**src/rtl/octopos_reset_pkg.sv**
```systemverilog
// octopos_reset_pkg: shared slot state type, default sizing and hold-timer width helper
package octopos_reset_pkg;
  typedef enum logic [1:0] {IDLE, ACTIVE, HOLD} slot_state_t;
  localparam int NUM_DOMAINS = 8;
  localparam int CNT_W = 4;
  localparam int HOLD_CYCLES = 16;
  function automatic int hold_w(input int hold_cycles);
    int w;
    w = $clog2(hold_cycles + 1);
    return (w < 1) ? 1 : w;
  endfunction
endpackage

```
**src/rtl/octopos_busy_slot.sv**
```systemverilog
// octopos_busy_slot: one domain's outstanding-transaction counter, guard timer and sticky error flags
module octopos_busy_slot
  import octopos_reset_pkg::*;
#(
  parameter int CNT_W       = octopos_reset_pkg::CNT_W,
  parameter int HOLD_CYCLES = octopos_reset_pkg::HOLD_CYCLES
) (
  input  logic clk,
  input  logic rst_n,
  input  logic start,
  input  logic stop,
  input  logic clear_err,
  output logic busy,
  output logic busy_next,
  output logic overflow,
  output logic underflow
);
  localparam int HW = hold_w(HOLD_CYCLES);
  localparam logic [HW-1:0] HOLD_LOAD = HW'(HOLD_CYCLES > 0 ? HOLD_CYCLES - 1 : 0);
  localparam logic [CNT_W-1:0] CNT_MAX = '1;
  slot_state_t state, state_n;
  logic [CNT_W-1:0] cnt, cnt_n;
  logic [HW-1:0] hold_cnt, hold_n;
  logic inc, dec, ovf_hit, unf_hit;
  // simultaneous start and end cancel: no count change and no error
  always_comb begin
    inc     = start & ~stop;
    dec     = stop & ~start;
    ovf_hit = inc && (cnt == CNT_MAX);
    unf_hit = dec && (cnt == '0);
    cnt_n   = (inc && !ovf_hit) ? cnt + 1'b1 : (dec && !unf_hit) ? cnt - 1'b1 : cnt;
    state_n = state;
    hold_n  = hold_cnt;
    case (state)
      IDLE:    if (inc) state_n = ACTIVE;
      ACTIVE:  if (cnt_n == '0) begin
        state_n = (HOLD_CYCLES > 0) ? HOLD : IDLE;
        hold_n  = HOLD_LOAD;
      end
      HOLD:    if (inc) begin
        state_n = ACTIVE;
        hold_n  = '0;
      end else if (hold_cnt == '0) state_n = IDLE;
      else hold_n = hold_cnt - 1'b1;
      default: state_n = IDLE;
    endcase
    busy_next = (state_n != IDLE);
  end
  always_ff @(posedge clk or negedge rst_n) begin
    if (!rst_n) begin
      state     <= IDLE;
      cnt       <= '0;
      hold_cnt  <= '0;
      busy      <= 1'b0;
      overflow  <= 1'b0;
      underflow <= 1'b0;
    end else begin
      state     <= state_n;
      cnt       <= cnt_n;
      hold_cnt  <= hold_n;
      busy      <= busy_next;
      overflow  <= ovf_hit | (overflow & ~clear_err);
      underflow <= unf_hit | (underflow & ~clear_err);
    end
  end
endmodule

```
**src/rtl/octopos_domain_busy_tracker.sv**
```systemverilog
// octopos_domain_busy_tracker: per-domain busy flags with guard window for the Octopos reset module
module octopos_domain_busy_tracker
  import octopos_reset_pkg::*;
#(
  parameter int NUM_DOMAINS = octopos_reset_pkg::NUM_DOMAINS,
  parameter int CNT_W       = octopos_reset_pkg::CNT_W,
  parameter int HOLD_CYCLES = octopos_reset_pkg::HOLD_CYCLES
) (
  input  logic                   s00_axi_aclk,
  input  logic                   s00_axi_aresetn,
  input  logic [NUM_DOMAINS-1:0] txn_start,
  input  logic [NUM_DOMAINS-1:0] txn_end,
  input  logic                   clear_err,
  output logic [NUM_DOMAINS-1:0] domain_busy,
  output logic                   any_busy,
  output logic [NUM_DOMAINS-1:0] overflow,
  output logic [NUM_DOMAINS-1:0] underflow
);
  logic [NUM_DOMAINS-1:0] busy_next;
  for (genvar i = 0; i < NUM_DOMAINS; i++) begin : g_slot
    octopos_busy_slot #(.CNT_W(CNT_W), .HOLD_CYCLES(HOLD_CYCLES)) u_slot (
      .clk      (s00_axi_aclk),
      .rst_n    (s00_axi_aresetn),
      .start    (txn_start[i]),
      .stop     (txn_end[i]),
      .clear_err(clear_err),
      .busy     (domain_busy[i]),
      .busy_next(busy_next[i]),
      .overflow (overflow[i]),
      .underflow(underflow[i])
    );
  end
  // registered from next-state so it lines up with domain_busy
  always_ff @(posedge s00_axi_aclk or negedge s00_axi_aresetn) begin
    if (!s00_axi_aresetn) any_busy <= 1'b0;
    else any_busy <= |busy_next;
  end
endmodule
```
**config.mk**
```make
export PLATFORM = sky130hd
export DESIGN_NAME = octopos_domain_busy_tracker
export DESIGN_NICKNAME = d
export VERILOG_FILES = /design/src/rtl/octopos_reset_pkg.sv /design/src/rtl/octopos_busy_slot.sv /design/src/rtl/octopos_domain_busy_tracker.sv
export SDC_FILE = /design/constraint.sdc
export NUM_CORES = 1
export LEC_CHECK = 0
export BUFFER_PORTS_ARGS = -buffer_cell sky130_fd_sc_hd__buf_2
export CAP_MARGIN = 25
export CORE_UTILIZATION = 40
export CTS_BUF_LIST = sky130_fd_sc_hd__clkbuf_8 sky130_fd_sc_hd__clkbuf_16
export DETAILED_ROUTE_END_ITERATION = 7
export GPL_ROUTABILITY_DRIVEN = 0
export GPL_TIMING_DRIVEN = 0
export PLACE_DENSITY = 0.57
export SYNTH_ARGS = -nofsm -noshare
export SYNTH_HDL_FRONTEND = slang
export SYNTH_SLANG_ARGS = --single-unit
```
**constraint.sdc**
```tcl
create_clock -name s00_axi_aclk -period 3.7 [get_ports s00_axi_aclk]
set_input_delay 0 -clock s00_axi_aclk [delete_from_list [all_inputs] [get_ports s00_axi_aclk]]
set_output_delay 0 -clock s00_axi_aclk [all_outputs]
set_load 0.01 [all_outputs]
```
## Yosys cells after proc, flatten, opt, wreduce, memory -nomap -nowiden

Index checks and enable logic that the tools add are counted.

- Add/sub/neg operators: 24
- Equal/unequal tests: 40
- Multiplexer cells: 88
- Bitwise logic cells: 65
- Reductions and logical operators: 105

Operators by type and width:

| cell | number |
|---|---|
| $mux 5 | 24 |
| $pmux 5 s2 | 8 |
| $logic_not 4->1 | 16 |
| $mux 2 | 32 |
| $mux 4 | 16 |
| $pmux 2 s3 | 8 |
| $logic_not 5->1 | 8 |
| $sub 5x1->5 const B | 8 |
| $add 4x1->4 const B | 8 |
| $and 1x1->1 | 32 |
| $eq 4x4->1 const B | 8 |
| $logic_and 1x1->1 | 32 |
| $reduce_bool 2->1 | 16 |
| $sub 4x1->4 const B | 8 |
| $ne 3x2->1 const B | 8 |
| $reduce_and 3->1 | 8 |
| $not 1->1 | 17 |
| $eq 2x1->1 const B | 8 |
| $eq 2x2->1 const B | 8 |
| $logic_not 1->1 | 16 |
| $logic_not 2->1 | 8 |
| $ne 2x1->1 const B | 8 |
| $or 1x1->1 | 16 |
| $reduce_or 8->1 | 1 |

- Register bits: 113
- Input bits: 19
- Word-level logic and storage cells: 371

## Longest topological paths before layout

Gate-level depths: netlist (run 1).

- Depth in word-level cells: 12
- Mapped depth: 10
- Depth with buffers taken out: 9

## Modules after synthesis

A second synthesis (run 1) with hierarchy kept.

- Cells, all modules: 708
- Area, all modules: 6757.7 µm²

Modules (own cells, without submodules):

| module | times used | cells an instance | area each (µm²) |
|---|---|---|---|
| octopos_busy_slot | 8 | 88 | 839.6 |
| octopos_domain_busy_tracker | 1 | 4 | 41.3 |

## Least setup slack after synthesis (run 1)

OpenSTA, ideal clock, no wires.

- Path type: register -> register
- Start: reg g_slot[7].u_slot.cnt[0]
- End: reg any_busy
- Arrival: 2820 ps
- Required time: 3562 ps
- Setup slack: 742 ps
- Stages on the path, launching flop included: 9
- Path buffers: 0
- Period minus slack after synthesis: 2958 ps
- Path through: dfrtp_1 clkinv_1 ha_1 or4_1 a32o_1 o311ai_2 nand3_1 or4_1 or4_1

- Word-level cells in the longest chain between the ends: 11

Ends and longest elaborated chain:

| item | RTL line | text |
|---|---|---|
| start, declared | octopos_busy_slot.sv:22 | `logic [CNT_W-1:0] cnt, cnt_n;` |
| start signal, assigned | octopos_busy_slot.sv:59 | `cnt <= cnt_n;` |
| branches (longest 5 deep; another with $sub 4x1->4) | - |  |
| $mux 4 * | octopos_busy_slot.sv:31 | `cnt_n = (inc && !ovf_hit) ? cnt + 1'b1 : (dec && !unf_hit) ? cnt - 1'b1 : cnt;` |
| $logic_not 4->1 * | octopos_busy_slot.sv:36 | `ACTIVE: if (cnt_n == '0) begin` |
| $mux 2 * | octopos_busy_slot.sv:36 |  |
| $pmux 2 s3 * | octopos_busy_slot.sv:34 | `case (state)` |
| $reduce_bool 2->1 * | octopos_busy_slot.sv:47 | `busy_next = (state_n != IDLE);` |
| named net g_slot[7].u_slot.busy_next | octopos_busy_slot.sv:14 | `output logic busy_next,` |
| $reduce_or 8->1 * | octopos_domain_busy_tracker.sv:36 | `else any_busy <= \|busy_next;` |
| end signal, assigned | octopos_domain_busy_tracker.sv:36 |  |
| end, declared | octopos_domain_busy_tracker.sv:15 | `output logic any_busy,` |

Mark *: on every way through the listed nets, which the timed path passes.
A chain may end at the register's enable or synchronous reset.

## Worst setup path after layout (run 1)

Same ends and word-level chain as after synthesis.

==> key figures, run 1 <==
Outcome
  • Status: completed

Critical path
  • Crit path required time: 3.97 ns
  • Critical Path Sink Type: flop
  • Largest stage delay, worst path: 0.57 ns
  • FF-to-FF Start: g_slot[7].u_slot.cnt[0]
  • CP max-delay cell: or4_1
  • Worst reg-to-reg path cell count: 8
  • Worst EP arrival: 3.58 ns
  • Critical-path cell list: clkinv_1 -> ha_1 -> or4_1 -> a32o_1 -> o311ai_2 -> nand3_1 -> or4_1 -> or4_1
  • FF-to-FF End: any_busy
  • Most frequent CP cell: or4_1
  • Reg2reg setup slack: 0.40 ns
  • Crit path kind: flop to flop
  • Crit-path max FO: 5
  • Crit start category: flop

Hold path
  • Hold Path Origin: txn_end[7]
  • Hold path depth: 3
  • Hold Path Sink: g_slot[7].u_slot.overflow
  • Hold Crit Class: primary input to flop

Timing
  • Clk_skew: 0.00702 ns
  • Max-slew headroom: 0.498
  • Final setup violation count: 0
  • Setup tns final: 0 ns
  • Final count of hold timing violations: 0
  • Worst-margin pin slew: 0.753 ns
  • Setup ws final: 0.396 ns
  • Peak Freq: 303 MHz
  • Period utilisation layout: 0.893
  • Max Slew Vio Count: 0
  • Final worst path period need: 3.30 ns
  • RSZ-0062 raised after global routing: no

Yosys
  • Fraction of registers with async set or reset after synthesis: 1.00
  • Yosys synthesis warning count: 0
  • Syn nets: 959
  • Synth cell types: 81
  • Sequential share of the synthesized area: 0.362
  • Flops & latches, synth: 113
  • Syn Std Cell Area: 7810 um^2
  • EDFF count, synth: 0
  • Syn Area/Cell: 8.92 um^2
  • Post-Syn Instances: 876
  • Main flop type after synthesis: dfrtp_1

Pwr
  • Cell Pwr Density: 754 nW/um^2
  • Sw Share: 0.394
  • Gate power share: 0.455
  • NetSw: 2710 uW
  • Part of the power in registers: 0.313
  • Leak: 0.00410 uW
  • Clock share of power: 0.232
  • Total power: 6880 uW
  • Pint: 4170 uW
  • Max rail drop VDD: 365 uV

Global route
  • Initial antenna violation count: 0
  • GRT overflow: 0
  • Global-route wire length before repair: 28.1 mm
  • Pin count of the biggest net entering global routing: 61
  • GRT Util Overall: 0.172
  • Number of global-route vias before repair: 6097

Route
  • Via count: 6554
  • Avg WL per Cell: 13.2 um
  • Detailed Routing Iterations Pass 1: 6
  • Post-route ant nets: 0
  • Vias per cell: 5.34
  • Drt total wl: 16.2 mm
  • Drc violations: 0
  • DRT iter0 DRCs: 268

Clock network
  • Clk buf depth: 2
  • CTS Buf Count: 17
  • Clk_lat worst skew: 0.41 ns
  • CTS Root Cell: clkbuf_16
  • Post-CTS setup repair buffer count: 0
  • CTS H-tree lvls: 4
  • TritonCTS clock tree: done
  • Post-CTS sizing: 0
  • Clk sink count: 113
  • Clock slew at reported path FFs: 0.05 ns

Cells and area
  • Post-layout util: 0.483
  • Fillers: 1822
  • Multi-input logic area: 4380 um^2
  • Reg area: 2830 um^2
  • Inserted Diodes: 0
  • Area growth syn-to-layout: 16.9%
  • Final nets: 1038
  • Layout cell share with drive strength beyond 1: 0.124

Die
  • Total die area: 20100 um^2
  • Io pins: 44
  • Initial core utilization: 0.413
  • Die Y: 142 um
  • Core Region: 18900 um^2
  • Site Rows: 50
  • Die W: 142 um

Flow run
  • Maxcap violations: 0

Place
  • PortBufs: 43
  • Hpwl dp: 11.5 mm
  • Dpl ws: 0.376 ns
==> flip-flops by register name, summed over array words and instances, names as in the netlist <==
name / cells
g_slot.u_slot.hold_cnt: 40
any_busy: 1
g_slot.u_slot.state: 16
g_slot.u_slot.underflow: 8
g_slot.u_slot.cnt: 32
g_slot.u_slot.overflow: 8
g_slot.u_slot.busy: 8
==> cells in the mapped netlist (11+ instances only) <==
| library cell | instances | area share |
|---|---|---|
| dfrtp_1 | 113 | 0.36 |
| inv_1 | 94 | 0.045 |
| o21ai_0 | 71 | 0.045 |
| nand2_1 | 68 | 0.033 |
| ha_1 | 64 | 0.10 |
| nor2_1 | 36 | 0.017 |
| nand3_1 | 31 | 0.020 |
| nand2b_1 | 29 | 0.023 |
| nor2b_1 | 26 | 0.021 |
| a21oi_1 | 24 | 0.015 |
| buf_4 | 24 | 0.023 |
| o22ai_1 | 20 | 0.016 |
| a22o_1 | 19 | 0.021 |
| clkbuf_1 | 13 | 0.0062 |
| nor3_1 | 13 | 0.0083 |
| o211ai_1 | 11 | 0.011 |
==> power groups by stage <==
stage          sequential [uW]  clock, uW  combinational [uW]
2_1_floorplan             2040          0                2470
6_report                  2150       1600                3130
5_1_grt                   2230       1710                3570
3_3_place_gp              2160          0                3100
4_1_cts                   2150       1640                3150
3_5_place_dp              2160          0                3120
==> through the flow <==
stage	hold WS, ns	cells	instance area [um^2]
after floorplan	-0.296	876	7810
after global placement	0.360	1179	8350
after detailed placement	0.00753	1180	8380
after CTS	0.00230	1227	9130
after global routing	0.0327	1227	9130
final	0.0215	1227	9130
==> routing by layer <==
metal,vias to the layer above,part of all wire,GRT usage
li1,3349,-,-
met1,3102,0.51,0.231
met2,90,0.45,0.272
met3,13,0.033,0.0375
met4,0,0.011,0.0606
met5,-,0,0
==> worst max-delay path: cells and delay by family (launching register included) <==
kind	cells	cell delay (ns)
AOI/OAI and AO/OA	2	0.51
adders and majority gates	1	0.36
buffers and inverters	1	0.14
DFF	1	0.41
and+or+nand+nor	4	1.75
==> kinds of logic (layout without fill, tap and decap cells) <==
group	count (synthesis)	in the layout	synth area share
AOI/OAI and AO/OA	253	253	0.227
xor gates and xnor gates	8	8	0.00897
adders and majority gates	64	64	0.103
buffers and inverters	136	227	0.0775
DFF	113	113	0.362
muxes	2	2	0.00256
and+or+nand+nor	300	300	0.219
==> worst max-delay path by stage <==
stage,startpoint,end,slack [ns],cells after the start
final,g_slot[7].u_slot.cnt[0],any_busy,0.40,8
after floorplan,g_slot[7].u_slot.cnt[0],any_busy,0.74,8
after CTS,g_slot[7].u_slot.cnt[0],any_busy,0.36,8
after global placement,g_slot[7].u_slot.cnt[0],any_busy,0.41,8
after detailed placement,g_slot[7].u_slot.cnt[0],any_busy,0.38,8
after global routing,g_slot[0].u_slot.cnt[0],any_busy,0.15,9
==> area by class of cell <==
class | count | share of cell area
sequential | 113 | 0.310
clock buffer | 22 | 0.0541
buffer | 41 | 0.0273
clock inverter | 9 | 0.00987
tap | 260 | 0.0356
inverter | 95 | 0.0391
timing repair buffer | 60 | 0.0448
multi-input combinational | 627 | 0.479
==> repair_timing <==
| action | CTS | global route |
|---|---|---|
| setup endpoints to repair | 0 | 0 |
| hold endpoints to repair | 68 | 0 |
| hold buffers | 16 | 0 |
==> placed cells by master (no fill, tap or decap), drive strengths merged, types with 8 or more instances in the layout <==
cell type	n
buf	72
a221oi	9
nor2	36
inv	98
or4b	11
o22ai	20
a31oi	10
xnor2	8
dfrtp	113
nor3	13
nand3	31
nand2b	30
nand2	68
o211ai	11
ha	64
or2	8
dlygate4sd3	16
o21ai	76
nor4	9
a22o	19
clkbuf	35
nor2b	26
or3	10
a21oi	24
No activity file was read; power rests on OpenSTA's default activity.
==> inputs of run 2 (changes only) <==
--- a/config.mk
+++ b/config.mk
@@ -7,12 +7,12 @@
 export LEC_CHECK = 0
 export BUFFER_PORTS_ARGS = -buffer_cell sky130_fd_sc_hd__buf_2
 export CAP_MARGIN = 25
-export CORE_UTILIZATION = 40
+export CORE_UTILIZATION = 62
 export CTS_BUF_LIST = sky130_fd_sc_hd__clkbuf_8 sky130_fd_sc_hd__clkbuf_16
 export DETAILED_ROUTE_END_ITERATION = 7
 export GPL_ROUTABILITY_DRIVEN = 0
 export GPL_TIMING_DRIVEN = 0
-export PLACE_DENSITY = 0.57
+export PLACE_DENSITY = 0.82
 export SYNTH_ARGS = -nofsm -noshare
 export SYNTH_HDL_FRONTEND = slang
 export SYNTH_SLANG_ARGS = --single-unit
==> run 2 against run 1 <==
Against the previous run:
- worst setup slack improved by 0.052 ns
- highest routed layer unchanged
- combinational power up 2%
- clock skew barely moved
- register-to-register slack improved by 0.05 ns
==> key figures, run 2 (synthesized netlist as in run 1, its figures left out) <==
Outcome
  • Status: completed (unchanged)

Clock network
  • Clock slew at reported path FFs: 0.05 ns (about the same)
  • CTS Root Cell: clkbuf_16 (unchanged)
  • CTS Buf Count: 17 (unchanged)
  • TritonCTS clock tree: done (unchanged)
  • CTS H-tree lvls: 4 (unchanged)
  • Post-CTS setup repair buffer count: 0 (unchanged)
  • Clk_lat worst skew: 0.42 ns (was 0.41 ns)
  • Clk sink count: 113 (unchanged)
  • Clk buf depth: 2 (unchanged)

Die
  • Total die area: 13000 um^2 (was 20100 um^2)
  • Die W: 114 um (was 142 um)
  • Site Rows: 40 (was 50)
  • Io pins: 44 (unchanged)
  • Initial core utilization: 0.642 (was 0.413)
  • Core Region: 12200 um^2 (was 18900 um^2)
  • Die Y: 114 um (was 142 um)

Route
  • Top Metal Used: met4 (unchanged)
  • Post-route ant nets: 0 (unchanged)
  • Met1 WL: 7.58 mm (was 8.23 mm)
  • Avg WL per Cell: 14.5 um (was 13.2 um)
  • DRT iter0 DRCs: 534 (was 268)
  • Vias per cell: 6.00 (was 5.34)
  • Detailed Routing Iterations Pass 1: 5 (was 6)
  • Routed wl met2: 7.78 mm (was 7.28 mm)
  • Via count: 6800 (was 6554)
  • Drt total wl: 16.4 mm (was 16.2 mm)
  • Drc violations: 0 (unchanged)
  • Routed wl met3: 789 um (was 538 um)

Timing
  • Max Slew Vio Count: 0 (unchanged)
  • RSZ-0062 raised after global routing: no (unchanged)
  • Final count of hold timing violations: 0 (unchanged)
  • Max-slew headroom: 0.535 (was 0.498)
  • Period utilisation layout: 0.879 (was 0.893)
  • Final setup violation count: 0 (unchanged)
  • Setup tns final: 0 ns (unchanged)
  • Clk_skew: 0.00671 ns (was 0.00702 ns)
  • Worst-margin pin slew: 0.698 ns (was 0.753 ns)
  • Final worst path period need: 3.25 ns (was 3.30 ns)
  • Peak Freq: 307 MHz (was 303 MHz)

Global route
  • GRT Util Overall: 0.266 (was 0.172)
  • Global-route wire length before repair: 27.9 mm (was 28.1 mm)
  • Pin count of the biggest net entering global routing: 61 (unchanged)
  • Initial antenna violation count: 0 (unchanged)
  • GRT overflow: 0 (unchanged)
  • Number of global-route vias before repair: 6322 (was 6097)

Critical path
  • CP max-delay cell: or4_1 (unchanged)
  • Crit path required time: 3.99 ns (was 3.97 ns)
  • Worst EP arrival: 3.54 ns (was 3.58 ns)
  • Crit start category: flop (unchanged)
  • Crit-path max FO: 5 (unchanged)
  • Most frequent CP cell: or4_1 (unchanged)
  • Largest stage delay, worst path: 0.57 ns (about the same)
  • Critical Path Sink Type: flop (unchanged)
  • Crit path kind: flop to flop (unchanged)
  • Critical-path cell list: clkinv_1 -> ha_1 -> or4_1 -> a32o_1 -> o311ai_2 -> nand3_1 -> or4_1 -> or4_1 (unchanged)

Cells and area
  • Inserted Diodes: 0 (unchanged)
  • Biggest register: g_slot.u_slot.hold_cnt (unchanged)
  • Fillers: 928 (was 1822)
  • Post-layout util: 0.744 (was 0.483)
  • Most frequent cells in the layout: 113 x dfrtp_1, 96 x inv_1, 71 x o21ai_0 (was 113 x dfrtp_1, 98 x inv_1, 71 x o21ai_0)
  • Final nets: 1035 (was 1038)
  • Most common cell after layout, fill and taps aside: dfrtp_1 (unchanged)
  • Layout cell share with drive strength beyond 1: 0.127 (was 0.124)
  • Area growth syn-to-layout: 15.9% (was 16.9%)
  • Top Registers: g_slot.u_slot.hold_cnt (40), g_slot.u_slot.cnt (32), g_slot.u_slot.state (16) (unchanged)
  • Max reg flops: 40 (unchanged)

Place
  • PortBufs: 43 (unchanged)
  • Hpwl dp: 11.2 mm (was 11.5 mm)

Flow run
  • Maxcap violations: 0 (unchanged)

Pwr
  • Max rail drop VDD: 490 uV (was 365 uV)
  • Leak: 0.00411 uW (was 0.00410 uW)
  • Cell Pwr Density: 790 nW/um^2 (was 754 nW/um^2)

Hold path
  • Hold Crit Class: primary input to flop (unchanged)
-- run 2: cell count changes in the layout (fill, tap and decap cells not counted) --
| cell | before | now |
|---|---|---|
| buf_4 | 24 | 25 |
| buf_6 | 1 | 0 |
| bufinv_16 | 2 | 5 |
| clkbuf_8 | 5 | 3 |
| clkinvlp_4 | 0 | 2 |
| dlygate4sd3_1 | 16 | 13 |
| inv_1 | 98 | 96 |
-- run 2: power by group --
part	internal, uW	leakage [uW]	total, uW	switching [uW]
Combinational	1410	0.00243	3180	1770
Sequential	1710	0.00135	2170	460
Clock	1240	0.000324	1810	571
Total	4350	0.00411	7150	2800
-- run 2: final cells by class --
type	instances	area [um^2]	area share
timing repair buffer	57	375	0.0415
inverter	95	357	0.0394
sequential	113	2830	0.312
buffer	41	249	0.0275
clock inverter	12	188	0.0207
tap	168	210	0.0232
clock buffer	20	467	0.0516
multi-input combinational	627	4380	0.484
-- run 2: critical path: cells and delay by family (launching register included) --
| family | cells | cell delay [ns] |
|---|---|---|
| compound gates | 2 | 0.52 |
| fa+ha+maj | 1 | 0.36 |
| buf+inv | 1 | 0.15 |
| flops | 1 | 0.42 |
| simple gates | 4 | 1.67 |
-- run 2: metrics by stage --
stage	worst slack (ns)	total power [uW]	hold WS [ns]	cells	instance area [um^2]
3_3_place_gp	0.469	5160	0.336	1087	8240
2_1_floorplan	0.742	4510	-0.296	876	7810
5_1_grt	0.276	7690	0.0375	1133	9050
6_report	0.448	7150	0.0153	1133	9050
4_1_cts	0.457	7130	0.00176	1133	9050
3_5_place_dp	0.450	5270	0.0935	1088	8270
-- run 2: worst paths after layout --
check	from	endpoint	slack (ns)	cells after the start
min	txn_start[1]	g_slot[1].u_slot.cnt[2]	0.02	4
max	g_slot[7].u_slot.cnt[0]	any_busy	0.45	8
min reg2reg	g_slot[1].u_slot.hold_cnt[4]	g_slot[1].u_slot.hold_cnt[4]	0.48	1
max reg2reg	g_slot[7].u_slot.cnt[0]	any_busy	0.45	8
max in group asynchronous	s00_axi_aresetn	g_slot[2].u_slot.state[1]	2.79	3
min in group asynchronous	s00_axi_aresetn	g_slot[3].u_slot.hold_cnt[3]	0.18	2
-- run 2: repair_timing --
item / 4_1_cts / 5_1_grt
resized for setup: 0 / 0
hold buffers: 13 / 0
hold endpoints to repair: 67 / 0
endpoints found under the setup margin: 0 / 0
-- run 2: per-layer routing --
metal / vias to the layer above / track usage
met5: - / 0
met4: 0 / 0.0840
met3: 29 / 0.0667
met2: 188 / 0.432
li1: 3338 / -
met1: 3245 / 0.350
